[config.mk]
export PLATFORM = sky130hd
export DESIGN_NAME = switch_pulse_gen
export DESIGN_NICKNAME = d
export VERILOG_FILES = /design/src/rtl/switch_pkg.sv /design/src/rtl/sw_debounce_ch.sv /design/src/rtl/switch_pulse_gen.sv
export SDC_FILE = /design/constraint.sdc
export NUM_CORES = 1
export LEC_CHECK = 0
export CAP_MARGIN = 20
export CORE_MARGIN = 4
export CORE_UTILIZATION = 59
export CTS_BUF_LIST = sky130_fd_sc_hd__clkbuf_2 sky130_fd_sc_hd__clkbuf_4 sky130_fd_sc_hd__clkbuf_8
export DETAILED_ROUTE_END_ITERATION = 6
export HOLD_SLACK_MARGIN = 0.08
export PLACE_DENSITY = 0.85
export SETUP_SLACK_MARGIN = 0.02
export SLEW_MARGIN = 30
export SYNTH_ARGS = -nofsm -noshare
export SYNTH_HDL_FRONTEND = slang
export SYNTH_SLANG_ARGS = --single-unit
[constraint.sdc]
create_clock -name clk -period 4.9 [get_ports clk]
set_clock_uncertainty 0.05 [all_clocks]
set_input_delay 0.98 -clock clk [delete_from_list [all_inputs] [get_ports clk]]
set_output_delay 0.98 -clock clk [all_outputs]
set_load 0.02 [all_outputs]
[src/rtl/switch_pkg.sv]
// Shared definitions for the switch conditioning front-end: channel FSM encoding,
// edge-mode selectors and default debounce lengths for simulation and board builds.
package switch_pkg;

    typedef enum logic {
        ST_IDLE    = 1'b0,
        ST_CONFIRM = 1'b1
    } ch_state_t;

    localparam int EDGE_BOTH = 0;
    localparam int EDGE_RISE = 1;

    localparam int DEBOUNCE_SIM   = 4;
    localparam int DEBOUNCE_BOARD = 500000;

    // Smallest counter width that can hold the given debounce length.
    function automatic int min_cnt_w(input int cycles);
        return $clog2(cycles + 1);
    endfunction

    localparam int CNT_W_SIM   = 16;
    localparam int CNT_W_BOARD = min_cnt_w(DEBOUNCE_BOARD);

endpackage

[src/rtl/sw_debounce_ch.sv]
// One switch channel: 2-flop synchroniser, counter debouncer and registered edge pulse.
// Level accepted DEBOUNCE_CYCLES+2 edges after the raw sample; no backpressure (free-running).
module sw_debounce_ch
    import switch_pkg::*;
#(
    parameter int DEBOUNCE_CYCLES = DEBOUNCE_SIM,
    parameter int EDGE_MODE       = EDGE_BOTH,
    parameter int CNT_W           = CNT_W_SIM
) (
    input  logic clk,
    input  logic rst_n,
    input  logic raw,
    output logic level,
    output logic pulse
);

    localparam logic [CNT_W-1:0] LIMIT = CNT_W'(DEBOUNCE_CYCLES);

    logic             sync1;
    logic             sync2;
    ch_state_t        state;
    logic [CNT_W-1:0] cnt;

    always_ff @(posedge clk or negedge rst_n) begin
        if (!rst_n) begin
            sync1 <= 1'b0;
            sync2 <= 1'b0;
        end else begin
            sync1 <= raw;
            sync2 <= sync1;
        end
    end

    // cnt counts confirming cycles; it is cleared on every exit so it never exceeds LIMIT.
    always_ff @(posedge clk or negedge rst_n) begin
        if (!rst_n) begin
            state <= ST_IDLE;
            cnt   <= '0;
            level <= 1'b0;
            pulse <= 1'b0;
        end else begin
            pulse <= 1'b0;
            case (state)
                ST_IDLE: begin
                    cnt <= '0;
                    if (sync2 != level) begin
                        state <= ST_CONFIRM;
                        cnt   <= CNT_W'(1);
                    end
                end
                ST_CONFIRM: begin
                    if (sync2 == level) begin
                        state <= ST_IDLE;
                        cnt   <= '0;
                    end else if (cnt == LIMIT) begin
                        state <= ST_IDLE;
                        cnt   <= '0;
                        level <= sync2;
                        pulse <= (EDGE_MODE == EDGE_BOTH) || sync2;
                    end else begin
                        cnt <= cnt + 1'b1;
                    end
                end
                default: begin
                    state <= ST_IDLE;
                    cnt   <= '0;
                end
            endcase
        end
    end

endmodule

[src/rtl/switch_pulse_gen.sv]
// Conditions three raw switches into clean one-cycle event pulses S1..S3 plus debounced levels.
// Pulse high for the cycle after the accepting edge (DEBOUNCE_CYCLES+2 edges after sampling); no backpressure.
module switch_pulse_gen
    import switch_pkg::*;
#(
    parameter int DEBOUNCE_CYCLES = DEBOUNCE_SIM,
    parameter int EDGE_MODE       = EDGE_BOTH,
    parameter int CNT_W           = CNT_W_SIM
) (
    input  logic       clk,
    input  logic       rst_n,
    input  logic [2:0] sw_raw,
    output logic       S1,
    output logic       S2,
    output logic       S3,
    output logic [2:0] sw_state
);

    logic [2:0] ch_pulse;

    for (genvar i = 0; i < 3; i++) begin : g_ch
        sw_debounce_ch #(
            .DEBOUNCE_CYCLES (DEBOUNCE_CYCLES),
            .EDGE_MODE       (EDGE_MODE),
            .CNT_W           (CNT_W)
        ) u_ch (
            .clk   (clk),
            .rst_n (rst_n),
            .raw   (sw_raw[i]),
            .level (sw_state[i]),
            .pulse (ch_pulse[i])
        );
    end

    assign S1 = ch_pulse[0];
    assign S2 = ch_pulse[1];
    assign S3 = ch_pulse[2];

endmodule

==> results by group, run 1 <==
Route
  – DR top layer: met4
  – DR WL met3: 211 µm
  – Post-DR wirelength/cell: between 10 and 15 µm
  – Routed wire length on met2: 2620 µm
  – Via Count: roughly 2,100
  – Residual DRC: 0
  – Drt via density: 5.69
  – Post-DRT Antenna Nets: 0
  – Final wirelength: 5260 µm
  – M1 WL: 2330 µm
  – Initial DRC count: 153
  – DRT Pass-1 Iters: 4

Timing
  – Final worst-path cycle share: 0.487
  – Relative slew slack: 0.488
  – RSZ-0062 raised after global routing: no
  – Min cycle time layout: 2.39 ns
  – Final Hold Fails: 0
  – Worst Tran Pin Value: 0.768 ns
  – Crit path setup slack, layout: roughly 2.5 ns
  – Fmax: 419 MHz
  – Final TNS setup: 0 ns
  – Max Transition Viols Final: 0
  – # setup viols final: 0

Worst setup path
  – CP Max Fanout: 3
  – CP endpoint kind: primary output
  – R2r endpoint: g_ch[1].u_ch.cnt[7]
  – R2r worst-path depth: 4
  – Worst Setup SP: g_ch[1].u_ch.level
  – Worst EP arrival: 1.36 ns
  – Worst path cell trace: clkdlybuf4s50_1
  – R2R Path Start: g_ch[1].u_ch.cnt[12]
  – Flop2flop setup slack: 2.77 ns
  – Critical Path Start Type: flip-flop
  – CP bufs+invs: 1
  – Setup CP Type: flip-flop to primary output
  – Req. time, crit path: between 3 and 4 ns
  – CP top delay family: buffers and inverters
  – Slowest CP cell: clkdlybuf4s50_1
  – Slowest cell delay on critical path: 0.62 ns

Yosys
  – Largest family of logic cells by synthesized area: simple AND/OR/NAND/NOR gates
  – Yosys Warn Count: 0
  – Synthesized cell area: 3000 µm²
  – Synth Area in Adders: 0.0250
  – Compound-Gate Fraction of Synth Area: 0.0275
  – Syn_nets: 300
  – Mapped Cells: a little under 300
  – Yosys reg bits: 63
  – Post-Synth XOR/XNOR Area: 0.114
  – Synth cell types: 33
  – Multiplexer area fraction after synthesis: 0.0113
  – Avg Inst Size Synth: 10.4 µm²
  – Synth Area in Simple Gates: 0.261
  – Post-synthesis sequential area ratio: 0.525

Clock network
  – Number of gates resized after cts: 0
  – H-Tree Level Count: 3
  – Root buf cell: clkbuf_8
  – Clock slew at reported path FFs: approximately 0.08 ns
  – CTS Buf Count: 9
  – CTS tree: built
  – Post-CTS Setup Repair Bufs: 0
  – Hold_buf cts: 0
  – # clock sinks: 63
  – Clock buffer depth: 2
  – Skew-Pair Late Insertion Delay: 0.35 ns

Floorplan
  – Top Ports: 11
  – Row cnt: 25
  – Die Area: 6290 µm²
  – Die Wd: between 70 and 80 µm
  – Effective utilization at floorplan: 0.623
  – Die height: 79.3 µm
  – Area of the core: roughly 4800 µm²

Hold path
  – Hold path endpoint: g_ch[0].u_ch.sync2
  – Hold crit path type: flip-flop to flip-flop
  – WHS Path Cells: 0
  – Min-delay src: g_ch[0].u_ch.sync1

Placed design
  – I/O Buffers: 10
  – Detailed Place HPWL: 3510 µm
  – Placer congestion estimate: approximately 0.84
  – # placed instances: between 300 and 400
  – Place WS: 2.75 ns

GRT
  – First-pass GRT wire length: 9730 µm
  – Overflow after GRT: 0
  – Gr usage total: 0.200
  – Largest net degree at the start of global routing: 64
  – Number of global-route vias before repair: between 2,000 and 2,500
  – Initial antenna violation count: 0

Pwr
  – Pwr per Cell Area: 394 nW/µm²
  – Final Power: between 1 and 1.5 mW
  – Leak: between 1 and 1.5 nW
  – Maximum vdd drop: 0.278 mV

Status
  – Run status: completed

Finish
  – End-of-flow core utilization: 0.699
  – Layout cells sized above 1: 0.0852
  – Nets@finish: 311
  – Syn-to-layout area delta: 12.2%
  – Finished Layout Cells: 372
  – Antenna diode count: 0

Job
  – Max-cap viol count: 0
how the worst max path moves through the flow:
stage	to	slack [ns]	depth (start not counted)
2_1_floorplan	g_ch[1].u_ch.cnt[10]	3.02	6
3_3_place_gp	g_ch[1].u_ch.cnt[4]	2.82	4
3_5_place_dp	g_ch[1].u_ch.cnt[7]	2.75	4
4_1_cts	sw_state[1]	2.50	1
5_1_grt	sw_state[0]	2.46	1
6_report	sw_state[1]	2.51	1
registers in the layout, summed over array words and instances (netlist names):
name and cells:
g_ch.u_ch.level 3, g_ch.u_ch.state 3, g_ch.u_ch.sync2 3, g_ch.u_ch.pulse 3, g_ch.u_ch.sync1 3, g_ch.u_ch.cnt 48
logic make-up (layout without fill, tap and decap cells):
logic type	count (synthesis)	in the layout
AND/OR/NAND/NOR	141	141
flip-flops	63	63
XOR/XNOR	39	39
buffers and inverters	21	37
AO/OA/AOI/OAI	16	16
adder cells (fa/ha/maj)	6	6
multiplexers	3	3
through the flow:
stage	area [µm²]	hold WS (ns)
after global routing	3370	0.334
after CTS	3370	0.315
after global placement	3120	0.290
after detailed placement	3120	0.287
after floorplan	3000	0.281
final	3370	0.311
synth_stat cells, drive strengths merged:
cell type   n  share of area
and3b       1         0.0033
xnor2      16          0.047
a21oi       7          0.012
and4        8          0.023
inv        10          0.013
dfrtp      63           0.53
nand3      19          0.032
nand2      12          0.015
nand4      15          0.031
and3        6          0.013
ha          6          0.025
clkbuf      6         0.0079
nand3b      3         0.0075
mux2        3          0.011
nor2       41          0.051
or3b        1         0.0029
buf         5          0.016
o21ai       8          0.013
nor4b       3         0.0088
and2        5          0.010
o21a        1         0.0025
nor3        6          0.010
or3         6          0.013
nor4        7          0.020
or2         2         0.0042
nor3b       3         0.0075
xor2       23          0.067
or4         3         0.0088
placed cells by master, fill, tap and decap left out, types with 5 or more instances in the layout:
cell	synthesis	routed
or3_1	6	6
dfrtp_1	63	63
nor4_1	6	6
nor3_1	6	6
xnor2_1	16	16
and2_1	5	5
nand4_1	15	15
and3_1	6	6
nand3_1	19	19
a21oi_1	7	7
o21ai_0	8	8
xor2_1	23	23
ha_1	6	6
nand2_1	12	12
clkdlybuf4s50_1	0	9
clkbuf_8	0	9
nor2_1	41	41
inv_1	10	10
and4_1	8	8
routing by layer:
metal	vias to the layer above	GRT usage
li1	1020	-
met1	1051	0.237
met2	39	0.332
met3	7	0.0794
met4	0	0.0636
met5	-	0
power breakdown:
part           total [mW]  leakage (nW)  switching, mW  internal (mW)
registers           0.596         0.852         0.0426          0.554
clock network       0.567         0.126          0.222          0.346
logic               0.162         0.435         0.0983         0.0633
total                1.33          1.41          0.362          0.963
final cells by class:
type,instances,area (µm²)
clock buffer,9,124
fill,388,1450
multi-input combinational,205,1320
sequential,63,1580
clock inverter,7,128
inverter,10,37.5
timing repair buffer,11,103
tap,67,83.8
(Power assumes the default switching activity.)
==> run 2: changes to the inputs <==
CORE_UTILIZATION = 57   (was 59)
PLACE_DENSITY = 0.86   (was 0.85)
clock period = 1.95 ns   (was 4.9 ns; I/O delays follow)
==> results by group, run 2 (same netlist as run 1, synthesis figures left out) <==
Clock network
  – Root buf cell: clkbuf_8
  – CTS Buf Count: 9 (unchanged)
  – Clock slew at reported path FFs: 0.07 ns (about the same)
  – Skew-Pair Late Insertion Delay: 0.34 ns (about the same)
  – Clock buffer depth: 2 (unchanged)
  – H-Tree Level Count: 3 (unchanged)
  – CTS tree: built
  – # clock sinks: 63 (unchanged)

Floorplan
  – Die Area: 6490 µm² (+3.2%)
  – Row cnt: 26 (+4.0%)
  – Die Wd: 80.6 µm (+1.6%)
  – Die height: 80.6 µm (+1.6%)
  – Effective utilization at floorplan: 0.588 (-0.0354)
  – Top Ports: 11 (unchanged)
  – Area of the core: 5110 µm² (+6.0%)

Timing
  – Min cycle time layout: 1.85 ns
  – Final TNS setup: 0 ns (unchanged)
  – Final Hold Fails: 0 (unchanged)
  – Relative slew slack: 0.641 (+0.153)
  – Max Transition Viols Final: 0 (unchanged)
  – Final worst-path cycle share: 0.948
  – Worst hold slack: 0.303 ns (-0.00784 ns)
  – RSZ-0062 raised after global routing: yes
  – # setup viols final: 0 (unchanged)
  – Crit path setup slack, layout: 0.101 ns (-2.41 ns)
  – Worst Tran Pin Value: 0.539 ns (-0.229 ns)
  – Fmax: 541 MHz

Pwr
  – Maximum vdd drop: 0.715 mV (+160%)
  – Switching Share: 0.291 (+0.0177)
  – Leak: 1.46 nW (+3.2%)
  – Pwr per Cell Area: 896 nW/µm² (+130%)
  – Clock power frac: 0.361 (-0.067)
  – Internal power: 2.19 mW (+130%)
  – Final Power: 3.09 mW (+130%)
  – NetSw: 901 µW (+150%)
  – Sequential group share of total power: 0.483 (+0.033)
  – Combinational share of power: 0.156 (+0.034)

Finish
  – Syn-to-layout area delta: 15.0%
  – # fillers: 375 (-3.4%)
  – Finished Layout Cells: 390 (+4.8%)
  – End-of-flow core utilization: 0.676 (-0.0228)
  – Layout cells sized above 1: 0.138 (+0.0523)
  – Most flops, register: g_ch.u_ch.cnt
  – Most frequent cells in the layout: dfrtp_1 (62), nor2_1 (41), xor2_1 (23)
  – Antenna diode count: 0 (unchanged)
  – Largest register FFs: 48 (unchanged)
  – Nets@finish: 326 (+4.8%)
  – Final instance area: 3450 µm² (+2.6%)
  – Register Area: 1580 µm² (about the same)
  – Area of the multi-input gates: 1320 µm² (+0.67%)
  – Most common cell after layout, fill and taps aside: dfrtp_1

GRT
  – Gr usage total: 0.204 (+0.00432)
  – Initial antenna violation count: 0 (unchanged)
  – Overflow after GRT: 0 (unchanged)
  – Number of global-route vias before repair: 2,156 (+0.28%)
  – First-pass GRT wire length: 9980 µm (+2.6%)
  – Largest net degree at the start of global routing: 43 (-33%)

Route
  – Initial DRC count: 168 (+9.8%)
  – Post-DR wirelength/cell: 14.3 µm (+1.3%)
  – Drt via density: 5.43 (-4.7%)
  – Final wirelength: 5580 µm (+6.2%)
  – Residual DRC: 0 (unchanged)
  – Post-DRT Antenna Nets: 0 (unchanged)
  – Via Count: 2,116 (-0.047%)
  – DRT Pass-1 Iters: 4 (unchanged)

Status
  – Run status: completed

Worst setup path
  – Slowest CP cell: or4_4
  – CP Max Fanout: 8 (+5)
  – Worst Setup SP: g_ch[1].u_ch.cnt[10]
  – Worst path cell trace: or4_4 > nor4_4 > or3b_4 > buf_4 > nor2_1
  – CP endpoint kind: flip-flop
  – Critical Path Start Type: flip-flop
  – Crit path capture: g_ch[1].u_ch.cnt[8]
  – Slowest cell delay on critical path: 0.55 ns (-0.07 ns)
  – R2r worst-path depth: 5 (+1)
  – Flop2flop setup slack: 0.10 ns (-2.67 ns)
  – Setup CP Type: flip-flop to flip-flop
  – R2r endpoint: g_ch[1].u_ch.cnt[8]
  – R2R Path Start: g_ch[1].u_ch.cnt[10]
  – Worst EP arrival: 2.03 ns (+0.67 ns)
  – Req. time, crit path: 2.13 ns (-1.74 ns)

Placed design
  – Placer congestion estimate: 0.820 (-2.6%)
  – Post-DP Area: 3230 µm² (+3.7%)
  – Detailed Place HPWL: 3880 µm (+11%)
  – I/O Buffers: 10 (unchanged)
  – # placed instances: 372 (+4.5%)
  – Place WS: 0.0558 ns (-2.70 ns)

Hold path
  – Hold crit path type: flip-flop to flip-flop

Job
  – Max-cap viol count: 0 (unchanged)
run 2: cell types whose count changed in the layout (fill, tap and decap cells not counted), moves of 2 or more:
cell,previous run,this run
buf_4,1,14
bufinv_16,3,1
clkinv_2,0,2
clkinvlp_4,0,2
run 2: how the worst min path moves through the flow:
stage	start	to	slack [ns]	cells past startpoint
floorplan	rst_n	g_ch[0].u_ch.cnt[0]	0.04	0
detailed placement	g_ch[1].u_ch.sync1	g_ch[1].u_ch.sync2	0.29	0
global route	g_ch[1].u_ch.sync1	g_ch[1].u_ch.sync2	0.32	0
CTS	g_ch[0].u_ch.sync1	g_ch[0].u_ch.sync2	0.31	0
global placement	g_ch[0].u_ch.sync1	g_ch[0].u_ch.sync2	0.29	0
finish	g_ch[0].u_ch.sync1	g_ch[0].u_ch.sync2	0.30	0
run 2: final cells by class:
type | count | area share
clock inverter | 7 | 0.0210
tap | 70 | 0.0254
multi-input combinational | 205 | 0.383
clock buffer | 9 | 0.0359
timing repair buffer | 26 | 0.0667
sequential | 63 | 0.457
inverter | 10 | 0.0109
run 2: what timing repair did:
| action | 4_1_cts | 5_1_grt |
|---|---|---|
| setup endpoints to repair | 0 | 17 |
| endpoints found under the hold margin | 21 | 0 |
| buffers inserted | 0 | 1 |
| gates resized for setup | 0 | 4 |
| hold buffers | 1 | 0 |
run 2: critical path: cells and delay by family, from the launching register on:
kind,cells,cell delay (ns)
buffers and inverters,1,0.14
flip-flops,1,0.38
AND/OR/NAND/NOR,4,1.16
run 2: power by group through the flow:
stage / Combinational (mW) / Sequential [mW] / Clock, mW
2_1_floorplan: 0.339 / 1.49 / 0
3_3_place_gp: 0.455 / 1.51 / 0
3_5_place_dp: 0.474 / 1.51 / 0
4_1_cts: 0.480 / 1.49 / 1.14
5_1_grt: 0.549 / 1.51 / 1.21
6_report: 0.482 / 1.49 / 1.12
run 2: layer usage:
metal	track usage	vias up	wire (µm)	part of all wire
li1	-	1047	-	-
met1	0.251	1018	2480	0.44
met2	0.339	42	2750	0.49
met3	0.0717	9	226	0.040
met4	0.0591	0	116	0.021
met5	0	-	0	0
==> run 3: changes to the inputs <==
GPL_ROUTABILITY_DRIVEN = 0   (was not set)
==> results of run 3 <==
Same layout as run 2: the final DEF is identical, and so are final timing and power.
